<file path="src/rtl/cu_pkg.sv">
// Shared types and instruction-field layout for the multi-cycle control unit.
package cu_pkg;

  typedef enum logic [1:0] {
    CLS_NOP   = 2'b00,
    CLS_STD   = 2'b01,
    CLS_LOAD  = 2'b10,
    CLS_STORE = 2'b11
  } cls_e;

  typedef enum logic [4:0] {
    S_IDLE       = 5'b00001,
    S_DECODE     = 5'b00010,
    S_EXECUTE    = 5'b00100,
    S_MEM_ACCESS = 5'b01000,
    S_WRITE_BACK = 5'b10000
  } state_e;

  localparam int unsigned OPC_WIDTH = 4;
  localparam int unsigned CLS_WIDTH = 2;
  localparam int unsigned OFF_LSB   = OPC_WIDTH;
  localparam logic [3:0]  OPC_IDLE  = 4'hF;

  // Field LSB positions; word is class|dest|src1|src2|offset|opcode, MSB first.
  function automatic int unsigned src2_lsb(input int unsigned dw);
    return OPC_WIDTH + dw;
  endfunction

  function automatic int unsigned src1_lsb(input int unsigned dw, input int unsigned ra);
    return OPC_WIDTH + dw + ra;
  endfunction

  function automatic int unsigned dest_lsb(input int unsigned dw, input int unsigned ra);
    return OPC_WIDTH + dw + 2 * ra;
  endfunction

  function automatic int unsigned cls_lsb(input int unsigned dw, input int unsigned ra);
    return OPC_WIDTH + dw + 3 * ra;
  endfunction

  function automatic int unsigned instr_width(input int unsigned dw, input int unsigned ra);
    return CLS_WIDTH + OPC_WIDTH + dw + 3 * ra;
  endfunction

endpackage

</file>
<file path="src/rtl/cu_multicycle_ctrl_if.sv">
// Instruction handshake, write-back data and datapath-control bundle of the control unit.
interface cu_multicycle_ctrl_if #(
  parameter int unsigned DATA_WIDTH = 8,
  parameter int unsigned NUM_REGS   = 4
);
  import cu_pkg::*;

  localparam int unsigned RA_BITS     = $clog2(NUM_REGS);
  localparam int unsigned INSTR_WIDTH = instr_width(DATA_WIDTH, RA_BITS);

  logic                   instr_valid;
  logic [INSTR_WIDTH-1:0] instr;
  logic                   instr_ready;
  logic [DATA_WIDTH-1:0]  result2;
  logic [DATA_WIDTH-1:0]  operand1;
  logic [DATA_WIDTH-1:0]  operand2;
  logic [DATA_WIDTH-1:0]  offset;
  logic [3:0]             opcode;
  logic                   sel1;
  logic                   sel3;
  logic                   w_r;
  logic                   busy;
  logic                   retire;

  modport master (
    output instr_valid, instr, result2,
    input  instr_ready, operand1, operand2, offset, opcode, sel1, sel3, w_r, busy, retire
  );

  modport slave (
    input  instr_valid, instr, result2,
    output instr_ready, operand1, operand2, offset, opcode, sel1, sel3, w_r, busy, retire
  );

endinterface

</file>
<file path="src/rtl/cu_regfile.sv">
// Register file: two async read ports, one sync write port, reset to reg[i]=i.
// Optional CU_REGDBG_EN adds a side-effect-free async debug read port.
module cu_regfile #(
  parameter int unsigned DATA_WIDTH = 8,
  parameter int unsigned NUM_REGS   = 4
) (
  input  logic                        clk,
  input  logic                        rst,
  input  logic [$clog2(NUM_REGS)-1:0] ra1,
  output logic [DATA_WIDTH-1:0]       rd1,
  input  logic [$clog2(NUM_REGS)-1:0] ra2,
  output logic [DATA_WIDTH-1:0]       rd2,
  input  logic                        we,
  input  logic [$clog2(NUM_REGS)-1:0] wa,
  input  logic [DATA_WIDTH-1:0]       wd
`ifdef CU_REGDBG_EN
  ,
  input  logic [$clog2(NUM_REGS)-1:0] dbg_addr,
  output logic [DATA_WIDTH-1:0]       dbg_data
`endif
);

  logic [DATA_WIDTH-1:0] regs [NUM_REGS];

  always_ff @(posedge clk or posedge rst) begin
    if (rst) begin
      for (int i = 0; i < int'(NUM_REGS); i++) regs[i] <= DATA_WIDTH'(i);
    end else if (we) begin
      regs[wa] <= wd;
    end
  end

  assign rd1 = regs[ra1];
  assign rd2 = regs[ra2];

`ifdef CU_REGDBG_EN
  assign dbg_data = regs[dbg_addr];
`endif

endmodule

</file>
<file path="src/rtl/cu_multicycle_ctrl.sv">
// Multi-cycle control unit: IDLE->DECODE->EXECUTE->[MEM_ACCESS]->WRITE_BACK sequencer
// with registered datapath controls. CU_REGDBG_EN exposes a register-file debug read port.
module cu_multicycle_ctrl
  import cu_pkg::*;
#(
  parameter int unsigned DATA_WIDTH = 8,
  parameter int unsigned NUM_REGS   = 4
) (
  input  logic                        clk,
  input  logic                        rst,
  cu_multicycle_ctrl_if.slave         bus
`ifdef CU_REGDBG_EN
  ,
  input  logic [$clog2(NUM_REGS)-1:0] dbg_addr,
  output logic [DATA_WIDTH-1:0]       dbg_data
`endif
);

  localparam int unsigned RA_BITS     = $clog2(NUM_REGS);
  localparam int unsigned INSTR_WIDTH = instr_width(DATA_WIDTH, RA_BITS);
  localparam int unsigned SRC2_LSB    = src2_lsb(DATA_WIDTH);
  localparam int unsigned SRC1_LSB    = src1_lsb(DATA_WIDTH, RA_BITS);
  localparam int unsigned DEST_LSB    = dest_lsb(DATA_WIDTH, RA_BITS);
  localparam int unsigned CLS_LSB     = cls_lsb(DATA_WIDTH, RA_BITS);

  state_e                 state_q, state_d;
  logic [INSTR_WIDTH-1:0] instr_q;
  logic                   accept;
  logic                   we;

  cls_e                   cls_q, cls_in;
  logic [RA_BITS-1:0]     dest_q, src1_q, src2_q, ra2;
  logic [DATA_WIDTH-1:0]  rd1, rd2, off_f;
  logic [3:0]             opc_f;

  logic [DATA_WIDTH-1:0]  op1_q, op1_d, op2_q, op2_d, off_q, off_d;
  logic [3:0]             opc_q, opc_d;
  logic                   sel1_q, sel1_d, sel3_q, sel3_d, w_r_q, w_r_d;
  logic                   retire_q, retire_d, ready_q, ready_d, busy_q;

  assign cls_q  = cls_e'(instr_q[CLS_LSB +: CLS_WIDTH]);
  assign cls_in = cls_e'(bus.instr[CLS_LSB +: CLS_WIDTH]);
  assign dest_q = instr_q[DEST_LSB +: RA_BITS];
  assign src1_q = instr_q[SRC1_LSB +: RA_BITS];
  assign src2_q = instr_q[SRC2_LSB +: RA_BITS];
  assign off_f  = instr_q[OFF_LSB +: DATA_WIDTH];
  assign opc_f  = instr_q[0 +: OPC_WIDTH];
  // Memory-class instructions read the z/dest register on the second port.
  assign ra2    = (cls_q == CLS_STD) ? src2_q : dest_q;

  cu_regfile #(
    .DATA_WIDTH (DATA_WIDTH),
    .NUM_REGS   (NUM_REGS)
  ) u_regfile (
    .clk      (clk),
    .rst      (rst),
    .ra1      (src1_q),
    .rd1      (rd1),
    .ra2      (ra2),
    .rd2      (rd2),
    .we       (we),
    .wa       (dest_q),
    .wd       (bus.result2)
`ifdef CU_REGDBG_EN
    ,
    .dbg_addr (dbg_addr),
    .dbg_data (dbg_data)
`endif
  );

  // Next-state and next-output logic.
  always_comb begin
    state_d  = state_q;
    accept   = 1'b0;
    we       = 1'b0;
    op1_d    = op1_q;
    op2_d    = op2_q;
    off_d    = off_q;
    opc_d    = opc_q;
    sel1_d   = sel1_q;
    sel3_d   = sel3_q;
    w_r_d    = 1'b0;
    retire_d = 1'b0;

    case (state_q)
      S_IDLE: begin
        if (bus.instr_valid) begin
          accept   = 1'b1;
          state_d  = S_DECODE;
          retire_d = (cls_in == CLS_NOP);
        end
      end
      S_DECODE: begin
        if (cls_q == CLS_NOP) begin
          state_d = S_IDLE;
        end else begin
          state_d = S_EXECUTE;
          op1_d   = rd1;
          op2_d   = rd2;
          off_d   = off_f;
          opc_d   = opc_f;
          sel1_d  = (cls_q != CLS_LOAD);
          sel3_d  = (cls_q != CLS_STD);
        end
      end
      S_EXECUTE: begin
        if (cls_q == CLS_STD) begin
          state_d  = S_WRITE_BACK;
          retire_d = 1'b1;
        end else begin
          state_d = S_MEM_ACCESS;
          w_r_d   = (cls_q == CLS_STORE);
        end
      end
      S_MEM_ACCESS: begin
        state_d  = S_WRITE_BACK;
        retire_d = 1'b1;
      end
      S_WRITE_BACK: begin
        state_d = S_IDLE;
        we      = (cls_q == CLS_STD) || (cls_q == CLS_LOAD);
        op1_d   = '0;
        op2_d   = '0;
        off_d   = '0;
        opc_d   = OPC_IDLE;
        sel1_d  = 1'b0;
        sel3_d  = 1'b0;
      end
      default: begin
        state_d = S_IDLE;
        op1_d   = '0;
        op2_d   = '0;
        off_d   = '0;
        opc_d   = OPC_IDLE;
        sel1_d  = 1'b0;
        sel3_d  = 1'b0;
      end
    endcase

    ready_d = (state_d == S_IDLE);
  end

  always_ff @(posedge clk or posedge rst) begin
    if (rst) begin
      state_q  <= S_IDLE;
      instr_q  <= '0;
      op1_q    <= '0;
      op2_q    <= '0;
      off_q    <= '0;
      opc_q    <= OPC_IDLE;
      sel1_q   <= 1'b0;
      sel3_q   <= 1'b0;
      w_r_q    <= 1'b0;
      retire_q <= 1'b0;
      ready_q  <= 1'b1;
      busy_q   <= 1'b0;
    end else begin
      state_q  <= state_d;
      if (accept) instr_q <= bus.instr;
      op1_q    <= op1_d;
      op2_q    <= op2_d;
      off_q    <= off_d;
      opc_q    <= opc_d;
      sel1_q   <= sel1_d;
      sel3_q   <= sel3_d;
      w_r_q    <= w_r_d;
      retire_q <= retire_d;
      ready_q  <= ready_d;
      busy_q   <= ~ready_d;
    end
  end

  assign bus.operand1    = op1_q;
  assign bus.operand2    = op2_q;
  assign bus.offset      = off_q;
  assign bus.opcode      = opc_q;
  assign bus.sel1        = sel1_q;
  assign bus.sel3        = sel3_q;
  assign bus.w_r         = w_r_q;
  assign bus.retire      = retire_q;
  assign bus.instr_ready = ready_q;
  assign bus.busy        = busy_q;

endmodule

</file>
<file path="src/flat_wrapper.sv">
// flat-port wrapper written by rule: the top's interface ports become plain ports
module cu_multicycle_ctrl_flat import cu_pkg::*;
#(
  parameter int unsigned DATA_WIDTH = 8,
  parameter int unsigned NUM_REGS   = 4
)
  (clk, rst, bus_instr_valid, bus_instr, bus_result2, bus_instr_ready, bus_operand1, bus_operand2, bus_offset, bus_opcode, bus_sel1, bus_sel3, bus_w_r, bus_busy, bus_retire);
  cu_multicycle_ctrl_if #(.DATA_WIDTH(DATA_WIDTH), .NUM_REGS(NUM_REGS)) bus_i ();
  input  logic clk;
  input  logic rst;
  input wire logic [$bits(bus_i.instr_valid)-1:0] bus_instr_valid;
  input wire logic [$bits(bus_i.instr)-1:0] bus_instr;
  input wire logic [$bits(bus_i.result2)-1:0] bus_result2;
  output wire logic [$bits(bus_i.instr_ready)-1:0] bus_instr_ready;
  output wire logic [$bits(bus_i.operand1)-1:0] bus_operand1;
  output wire logic [$bits(bus_i.operand2)-1:0] bus_operand2;
  output wire logic [$bits(bus_i.offset)-1:0] bus_offset;
  output wire logic [$bits(bus_i.opcode)-1:0] bus_opcode;
  output wire logic [$bits(bus_i.sel1)-1:0] bus_sel1;
  output wire logic [$bits(bus_i.sel3)-1:0] bus_sel3;
  output wire logic [$bits(bus_i.w_r)-1:0] bus_w_r;
  output wire logic [$bits(bus_i.busy)-1:0] bus_busy;
  output wire logic [$bits(bus_i.retire)-1:0] bus_retire;
  assign bus_i.instr_valid = bus_instr_valid;
  assign bus_i.instr = bus_instr;
  assign bus_i.result2 = bus_result2;
  assign bus_instr_ready = bus_i.instr_ready;
  assign bus_operand1 = bus_i.operand1;
  assign bus_operand2 = bus_i.operand2;
  assign bus_offset = bus_i.offset;
  assign bus_opcode = bus_i.opcode;
  assign bus_sel1 = bus_i.sel1;
  assign bus_sel3 = bus_i.sel3;
  assign bus_w_r = bus_i.w_r;
  assign bus_busy = bus_i.busy;
  assign bus_retire = bus_i.retire;
  cu_multicycle_ctrl #(.DATA_WIDTH(DATA_WIDTH), .NUM_REGS(NUM_REGS)) u_core (.clk(clk), .rst(rst), .bus(bus_i));
endmodule
</file>
<file path="config.mk">
export PLATFORM = sky130hd
export DESIGN_NAME = cu_multicycle_ctrl_flat
export DESIGN_NICKNAME = d
export VERILOG_FILES = /design/src/rtl/cu_pkg.sv /design/src/rtl/cu_multicycle_ctrl_if.sv /design/src/rtl/cu_regfile.sv /design/src/rtl/cu_multicycle_ctrl.sv /design/src/flat_wrapper.sv
export SDC_FILE = /design/constraint.sdc
export NUM_CORES = 1
export LEC_CHECK = 0
export CAP_MARGIN = 30
export CORE_AREA = 10 10 101 103
export DETAILED_ROUTE_END_ITERATION = 6
export DIE_AREA = 0 0 111 113
export PLACE_DENSITY_LB_ADDON = 0.3
export SETUP_SLACK_MARGIN = 0.05
export SYNTH_ARGS = -nofsm -noshare
export SYNTH_HDL_FRONTEND = slang
export SYNTH_SLANG_ARGS = --single-unit
</file>
<file path="constraint.sdc">
create_clock -name clk -period 7.25 [get_ports clk]
set_input_delay 1.45 -clock clk [delete_from_list [all_inputs] [get_ports clk]]
set_output_delay 1.45 -clock clk [all_outputs]
set_load 0.02 [all_outputs]
</file>
======== Word level (Yosys, flattened, before mapping) ========
Cells that the tools add are included.
word-level totals
  input bits .............................. 31
  word-level logic and storage cells ...... 77
  bits in latches ......................... 0
  memory bits (writable) .................. 0
  flip-flop bits (word level) ............. 91
  output and inout port bits .............. 34
  memories ................................ 0
  bits in read-only memories .............. 0
operators by class
  magnitude comparators ................... 4
  div/mod/pow operators ................... 0
  equality and inequality tests ........... 12
  add/sub/neg operators ................... 0
  bitwise logic cells ..................... 5
  reductions and logical operators ........ 6
  $mul .................................... 0
  shift-type cells ........................ 0
  mux-type cells .......................... 34
operators with widths
  cell                  number
  $mux W8               8
  $pmux W8 S2           3
  $bmux W8 S2           2
  $bwmux W32            1
  $pmux W5 S4           1
  $demux W8 S2          1
  $eq A5 B1 Y1 const B  2
  $mux W5               2
  $ge A3 B3 Y1 const B  3
  $mux W1               9
  $not A2 Y3            3
  $pmux W4 S2           1
  $eq A5 B2 Y1 const B  1
  $eq A5 B3 Y1 const B  1
  $eq A5 B4 Y1 const B  1
  $eq A5 B5 Y1 const B  1
  $eq A2 B2 Y1 const B  2
  $logic_not A2 Y1      2
  $mux W4               1
  $ne A2 B2 Y1 const B  2
  $pmux W1 S2           2
  $lt A3 B1 Y1 const B  1
  $mux W3               1
  $pmux W1 S3           1
  8 further kinds       9

======== Longest topological paths before layout ========
Gate-level depths: netlist (run 1).
  depth after elaboration ................. 8
  mapped depth ............................ 7
  mapped depth without buffers ............ 6

======== Cells and area by module ========
A second synthesis (run 1) with hierarchy kept.
second synthesis, totals
  cell total of the unflattened synthesis .. 314
  area total of the unflattened synthesis .. 4309.1 µm²
modules (own cells, without submodules)
  module              instances  seq. area each (µm²)  area each (µm²)  cells an instance
  cu_multicycle_ctrl  1          1483.9                2710.1           225
  cu_regfile          1          805.8                 1599.0           89

======== Worst setup path after synthesis (run 1) ========
OpenSTA, ideal clock, no wires.
  path type ............................... in2reg
  from .................................... in bus_instr_valid
  to ...................................... reg u_core.instr_q[0]
  arrival ................................. 2.177 ns
  buffers on the path ..................... 2
  data required time ...................... 7.125 ns
  stages .................................. 4
  setup slack ............................. 4.948 ns
  library setup time ...................... 0.125 ns
  path through ............................ and3_1 -> buf_4 -> buf_4 -> mux2_2
between the ends
  longest elaborated chain between the ends .. 2
ends and longest elaborated chain
  item                  RTL line                   RTL
  from (decl)           flat_wrapper.sv:11         input wire logic [$bits(bus_i.instr_valid)-1:0] bus_instr_valid;
  $mux W1               cu_multicycle_ctrl.sv:87   if (bus.instr_valid) begin
  $mux W1               cu_multicycle_ctrl.sv:85   case (state_q)
  to (signal assigned)  cu_multicycle_ctrl.sv:159  if (accept) instr_q <= bus.instr;
  to (decl)             cu_multicycle_ctrl.sv:27   logic [INSTR_WIDTH-1:0] instr_q;
Every way passes these cells.
A chain may end at the register's enable or synchronous reset.

======== Worst setup path in the final report (run 1) ========
  from .................................... in bus_instr_valid
  to ...................................... reg u_core.instr_q[16]
The elaborated chain is that of the path after synthesis.

==> results of run 1 <==
==> synthesized netlist by cell type (all sizes together) <==
| master | instances | share of area |
|---|---|---|
| nor3 | 1 | 0.0012 |
| and4 | 2 | 0.0043 |
| o21bai | 1 | 0.0019 |
| nand3 | 2 | 0.0025 |
| nor2b | 2 | 0.0031 |
| o21ai | 3 | 0.0037 |
| nand2 | 3 | 0.0028 |
| or3 | 1 | 0.0028 |
| buf | 12 | 0.020 |
| nor2 | 10 | 0.0099 |
| mux2i | 2 | 0.0059 |
| ha | 4 | 0.012 |
| mux4 | 16 | 0.091 |
| a21o | 3 | 0.0056 |
| a221oi | 2 | 0.0087 |
| clkinv | 1 | 0.00093 |
| a2111oi | 1 | 0.0022 |
| and3 | 9 | 0.014 |
| a21oi | 4 | 0.0049 |
| o2bb2ai | 2 | 0.0043 |
| nor4 | 1 | 0.0015 |
| nor3b | 2 | 0.0065 |
| inv | 7 | 0.0065 |
| nand2b | 2 | 0.0049 |
| mux2 | 58 | 0.16 |
| a22o | 16 | 0.035 |
| dfrtp | 81 | 0.50 |
| clkbuf | 4 | 0.0040 |
| a221o | 2 | 0.0049 |
| nand3b | 4 | 0.0074 |
| dfstp | 10 | 0.065 |
==> through the flow <==
step	cells	cell area [um^2]
after CTS	438	4913
final	438	4913
after detailed placement	423	4736
after floorplan	268	4046
after global routing	438	4913
after global placement	423	4736
==> worst max-delay path by stage <==
stage,startpoint,end,slack (ns),cells past startpoint
CTS,u_core.bus.opcode[0]$_DFFE_PP1P_,bus_opcode[0],4.27,1
finish,bus_instr_valid,u_core.instr_q[16]$_DFFE_PP0P_,4.29,3
global placement,bus_instr_valid,u_core.instr_q[14]$_DFFE_PP0P_,3.93,3
detailed placement,bus_instr_valid,u_core.instr_q[0]$_DFFE_PP0P_,3.90,3
floorplan,rst,u_core.bus.busy$_DFF_PP0_,3.45,1
global route,bus_instr_valid,u_core.instr_q[10]$_DFFE_PP0P_,4.20,3
==> layout make-up <==
| class | instances | area (um^2) |
|---|---|---|
| well taps | 105 | 131.4 |
| fillers | 635 | 3221 |
| inverters | 8 | 31.28 |
| flip-flops and latches | 91 | 2290 |
| clock inverters | 5 | 40.04 |
| clock buffers | 10 | 137.6 |
| repair buffers | 66 | 655.6 |
| multi-input cells | 153 | 1628 |
==> flip-flops by register name, summed over array words and instances (netlist names), 4 cells and up <==
register               count
u_core.bus.offset          8
u_core.bus.opcode          4
u_core.bus.operand1        8
u_core.bus.operand2        8
u_core.instr_q            20
u_core.state_q             5
u_core.u_regfile.regs     32
==> cell usage in the layout (no fill, tap or decap), types with 4 or more instances in the layout <==
cell type	Yosys	layout
a21oi_1	4	4
a22o_1	16	16
and3_1	9	9
clkbuf_8	0	10
clkdlybuf4s50_1	0	64
dfrtp_1	81	81
dfstp_2	10	10
ha_1	4	4
inv_1	7	6
mux2_1	4	4
mux2_2	54	54
mux4_2	14	14
nand3b_1	4	4
nor2_1	9	9
==> cells by family (layout without fill, tap and decap cells) <==
family	after synthesis	in the layout	synth area share
AND/OR/NAND/NOR	39	39	0.06092
buffers and inverters	24	89	0.03185
multiplexers	76	76	0.2582
flip-flops	91	91	0.5659
AO/OA/AOI/OAI	34	34	0.07081
adder cells (fa/ha/maj)	4	4	0.01237
==> worst register-to-register path, delay by kind of cell, from the launching register on <==
kind          cells  cell delay [ns]
mux               1             0.42
simple gates      2             1.65
flops             1             0.53
==> report_power, final <==
part | switching, uW | total, uW | internal, uW
Sequential | 115 | 758 | 643
Clock | 176 | 310 | 133
Combinational | 315 | 677 | 362
Total | 606 | 1740 | 1140
==> metal layers <==
layer | routed length [um] | vias up | track usage
li1 | - | 1120 | -
met1 | 3619 | 1244 | 0.1685
met2 | 4290 | 61 | 0.2335
met3 | 414 | 14 | 0.03328
met4 | 175 | 0 | 0.06510
met5 | 0 | - | 0
==> results.sh, run 1 <==
export IMPL_outcome="completed"
export IMPL_min_period_ns=2.961
export IMPL_ys_seq_area_frac=0.5659
export IMPL_post_route_drc_count=0
export IMPL_hold_viol=0
export IMPL_ys_ff_latch=91
export IMPL_slew_headroom=0.3271
export IMPL_dpl_hpwl_mm=5.951
export IMPL_numCtsBuffers=9
export IMPL_synth_cells=268
export IMPL_hold_path_class="reg2reg"
export IMPL_crit_family="simple AND/OR/NAND/NOR gates"
export IMPL_holdPathEnd="u_core.bus.opcode[2]$_DFFE_PP1P_"
export IMPL_critical_path_required_ns=7.48
export IMPL_rows=33
export IMPL_synthToLayoutAreaGrowth_pct=21.43
export IMPL_viasPerCell=5.568
export IMPL_wl_per_cell_um=19.40
export IMPL_die_w_um=111
export IMPL_fin_crit_sh=0.4085
export IMPL_clockRootBuffer="clkbuf_8"
export IMPL_fmax_mhz=337.7
export IMPL_ir_drop_uv=130.1
export IMPL_reg2reg_depth=3
export IMPL_cts_resized=0
export IMPL_post_route_util=0.6041
export IMPL_worst_slew_pin_slew_ns=1.009
export IMPL_rsz0062_at_grt="false"
export IMPL_grt_pass1_vias=2679
export IMPL_cpPeakStageDelay_ns=0.83
export IMPL_core_mm2=0.008134
export IMPL_cp_num_buf_inv=1
export IMPL_ant_nets=0
export IMPL_grt_overflow=0
export IMPL_maxSlewViolCount=0
export IMPL_postCtsSetupBuffers=0
export IMPL_clkTransAtPathRegs_ns=0.08
export IMPL_gp_congestion=0.8360
export IMPL_routed_wl_mm=8.499
export IMPL_clock_skew_final_ns=0.01335
export IMPL_antenna_cells=0
export IMPL_synth_nets=303
export IMPL_cts_max_path_buffers=2
export IMPL_cp_start_kind="primary input"
export IMPL_dieArea_mm2=0.01254
export IMPL_cts_htree_levels=3
export IMPL_worstPathMaxFanout=24
export IMPL_worstHoldPathCells=2
export IMPL_num_vias=2439
export IMPL_crit_path_top_delay_cell="and3_1"
export IMPL_power_density_mw_per_mm2=355.0
export IMPL_syn_mean_instance_area_um2=15.10
export IMPL_grt_pass1_wl_mm=14.17
export IMPL_grt_max_degree=74
export IMPL_worstPathCellList="clkdlybuf4s50_1 > and3_1 > mux2_2"
export IMPL_ctsHoldBuffers=0
export IMPL_syn_cell_area_mm2=0.004046
export IMPL_drive_gt1_frac=0.3063
export IMPL_synth_warnings=0
export IMPL_r2r_slack_ns=4.53
export IMPL_start_util=0.4975
export IMPL_hp_start="u_core.bus.opcode[2]$_DFFE_PP1P_"
export IMPL_ios=65
export IMPL_cts_sinks=91
export IMPL_setup_tns_ns=0
export IMPL_clk_latency_ns=0.35
export IMPL_setup_ws_ns=4.289
export IMPL_hold_slack_ns=0.4686
export IMPL_grt_use_total=0.1401
export IMPL_synth_cell_types=41
export IMPL_regToRegEndpoint="u_core.instr_q[16]$_DFFE_PP0P_"
export IMPL_drt_pass1_iterations=4
export IMPL_leakagePower_uw=0.002153
export IMPL_power_uw=1744
export IMPL_drt_iter0_markers=100
export IMPL_crit_path_end_kind="register"
export IMPL_port_buffers=64
export IMPL_worst_setup_path_type="in2reg"
export IMPL_r2r_start="u_core.state_q[3]$_DFF_PP0_"
export IMPL_pre_cts_ws_ns=3.896
export IMPL_antenna_found_initial=0
export IMPL_cts_tree="built"
export IMPL_fin_nets=364
export IMPL_setup_viol=0
export IMPL_critical_path_arrival_ns=3.19
export IMPL_die_h_um=113
export IMPL_drv_cap=0
(Power assumes the default switching activity.)
==> inputs of run 2 (changes only) <==
Settings changed: CORE_AREA 10 10 101 103 to 10 10 103 105, DIE_AREA 0 0 111 113 to 0 0 113 115.
Clock period 7.25 ns to 2.4 ns, I/O delays scaled along.
==> run 2 against run 1 <==
  * First-iteration DRC count grew 7.0%
  * Clock-buffer cell count grew 3
  * Die area grew 3.6%
  * Combinational power grew to 3.2 times the previous value
  * Register-to-register slack lost 4.3 ns
  * Critical path depth grew 3
  * Via count grew 1.2%
  * Non-clock buffer count grew 13
  * Critical path type is now reg2reg
  * Largest power group unchanged
==> results.sh, run 2 (synthesized netlist as in run 1, its figures left out) <==
export IMPL_outcome="completed"
export IMPL_crit_family="multiplexers"
export IMPL_gp_congestion=0.7966
export IMPL_start_util=0.4732
export IMPL_fin_area_mm2=0.005111
export IMPL_setup_tns_ns=0
export IMPL_fin_nets=377
export IMPL_setup_viol=0
export IMPL_dpl_hpwl_mm=6.353
export IMPL_ctsHoldBuffers=0
export IMPL_worstPathMaxFanout=8
export IMPL_ant_nets=0
export IMPL_ios=65
export IMPL_clk_latency_ns=0.35
export IMPL_largest_reg_flops=32
export IMPL_placed_area_mm2=0.004865
export IMPL_mostFrequentLayoutCells="81 x dfrtp_1, 64 x clkdlybuf4s50_1, 54 x mux2_2"
export IMPL_crit_path_end_kind="register"
export IMPL_crit_path_top_delay_cell="mux4_1"
export IMPL_power_density_mw_per_mm2=1106
export IMPL_cp_num_buf_inv=2
export IMPL_die_w_um=113
export IMPL_grt_max_degree=37
export IMPL_cp_start_kind="register"
export IMPL_viasPerCell=5.424
export IMPL_die_h_um=115
export IMPL_fin_crit_sh=0.9154
export IMPL_grt_pass1_vias=2640
export IMPL_grt_pass1_wl_mm=14.09
export IMPL_drive_gt1_frac=0.3343
export IMPL_pre_cts_ws_ns=0.2122
export IMPL_rows=34
export IMPL_grt_overflow=0
export IMPL_drt_iter0_markers=107
export IMPL_largest_register="u_core.u_regfile.regs"
export IMPL_clkTransAtPathRegs_ns=0.09
export IMPL_port_buffers=64
export IMPL_rsz0062_at_grt="false"
export IMPL_worstPathCellList="inv_1 > ha_1 > mux2i_2 > buf_4 > mux4_1 > a22o_1"
export IMPL_cts_resized=0
export IMPL_critical_path_required_ns=2.63
export IMPL_hold_path_class="reg2reg"
export IMPL_dieArea_mm2=0.01300
export IMPL_drt_pass1_iterations=4
export IMPL_hold_viol=0
export IMPL_hold_slack_ns=0.4662
export IMPL_drv_cap=0
export IMPL_num_vias=2468
export IMPL_min_period_ns=2.197
export IMPL_synthToLayoutAreaGrowth_pct=26.31
export IMPL_critical_path_arrival_ns=2.43
export IMPL_cts_max_path_buffers=2
export IMPL_antenna_cells=0
export IMPL_clockRootBuffer="clkbuf_8"
export IMPL_setup_ws_ns=0.2030
export IMPL_core_mm2=0.008551
export IMPL_fmax_mhz=455.2
export IMPL_worst_slew_pin_slew_ns=0.6125
export IMPL_worst_setup_path_type="reg2reg"
export IMPL_routed_wl_mm=8.667
export IMPL_wl_per_cell_um=19.05
export IMPL_cts_htree_levels=3
export IMPL_cpPeakStageDelay_ns=0.57
export IMPL_maxSlewViolCount=0
export IMPL_cts_tree="built"
export IMPL_postCtsSetupBuffers=0
export IMPL_slew_headroom=0.5811
export IMPL_top_regs="u_core.u_regfile.regs: 32 flops, u_core.instr_q: 20 flops"
export IMPL_antenna_found_initial=0
export IMPL_post_route_drc_count=0
export IMPL_leakagePower_uw=0.002261
export IMPL_final_common_cell="dfrtp_1"
export IMPL_clock_skew_final_ns=0.008564
export IMPL_ir_drop_uv=481.8
export IMPL_numCtsBuffers=9
export IMPL_grt_use_total=0.1363
export IMPL_power_uw=5653
export IMPL_cts_sinks=91
-- run 2: cell count changes in the layout (fill, tap and decap cells not counted) --
cell | before | now
buf_4 | 2 | 13
buf_12 | 0 | 2
bufinv_16 | 0 | 2
clkinvlp_4 | 3 | 2
clkinv_4 | 2 | 0
clkbuf_8 | 10 | 13
clkinv_2 | 1 | 0
-- run 2: layout make-up --
| cell class | count | area (um^2) |
|---|---|---|
| clock buffer | 13 | 178.9 |
| clock inverter | 3 | 67.56 |
| fill | 662 | 3440 |
| inverter | 8 | 33.78 |
| multi-input combinational | 153 | 1628 |
| sequential | 91 | 2290 |
| tap | 108 | 135.1 |
| timing repair buffer | 79 | 778.2 |
-- run 2: worst paths after layout --
path | to | depth (start not counted) | slack (ns) | start
setup / recovery | u_core.bus.operand2[7]$_DFFE_PP0P_ | 6 | 0.20 | u_core.instr_q[19]$_DFFE_PP0P_
setup reg to reg | u_core.bus.operand2[7]$_DFFE_PP0P_ | 6 | 0.20 | u_core.instr_q[19]$_DFFE_PP0P_
min in group asynchronous | u_core.u_regfile.regs[19]$_DFFE_PP0P_ | 2 | 0.54 | rst
hold / removal | u_core.bus.opcode[3]$_DFFE_PP1P_ | 2 | 0.47 | u_core.bus.opcode[3]$_DFFE_PP1P_
hold reg to reg | u_core.bus.opcode[3]$_DFFE_PP1P_ | 2 | 0.47 | u_core.bus.opcode[3]$_DFFE_PP1P_
max in group asynchronous | u_core.u_regfile.regs[9]$_DFFE_PP1P_ | 3 | 1.24 | rst
-- run 2: worst reg2reg max path, cell delays in order (launching register included) --
cell	delay, ns
dfrtp_1	0.41
inv_1	0.10
ha_1	0.30
mux2i_2	0.24
buf_4	0.24
mux4_1	0.57
a22o_1	0.21
-- run 2: power breakdown --
part	internal (uW)	leakage (uW)	switching (uW)	total (uW)
clock network	701	0.000122	513	1210
logic	1170	0.000999	972	2150
registers	1940	0.00114	349	2290
total	3820	0.00226	1830	5650
-- run 2: stage by stage --
stage / std cells / utilization
2_1_floorplan: 268 / -
3_3_place_gp: 439 / 0.5689
3_5_place_dp: 439 / 0.5689
4_1_cts: 455 / 0.5977
5_1_grt: 455 / 0.5977
6_report: 455 / 0.5977
-- run 2: layer usage --
layer / wire, um / up-vias / GRT usage
met4: 72 / 0 / 0.04822
li1: - / 1150 / -
met1: 3794 / 1257 / 0.1687
met5: 0 / - / 0
met3: 426 / 5 / 0.03750
met2: 4373 / 56 / 0.2247
==> inputs of run 3 (changes only) <==
Settings changed: SKIP_LAST_GASP from default to 1.
==> results of run 3 <==
Same layout as run 2: the final DEF is identical, and so are final timing and power.
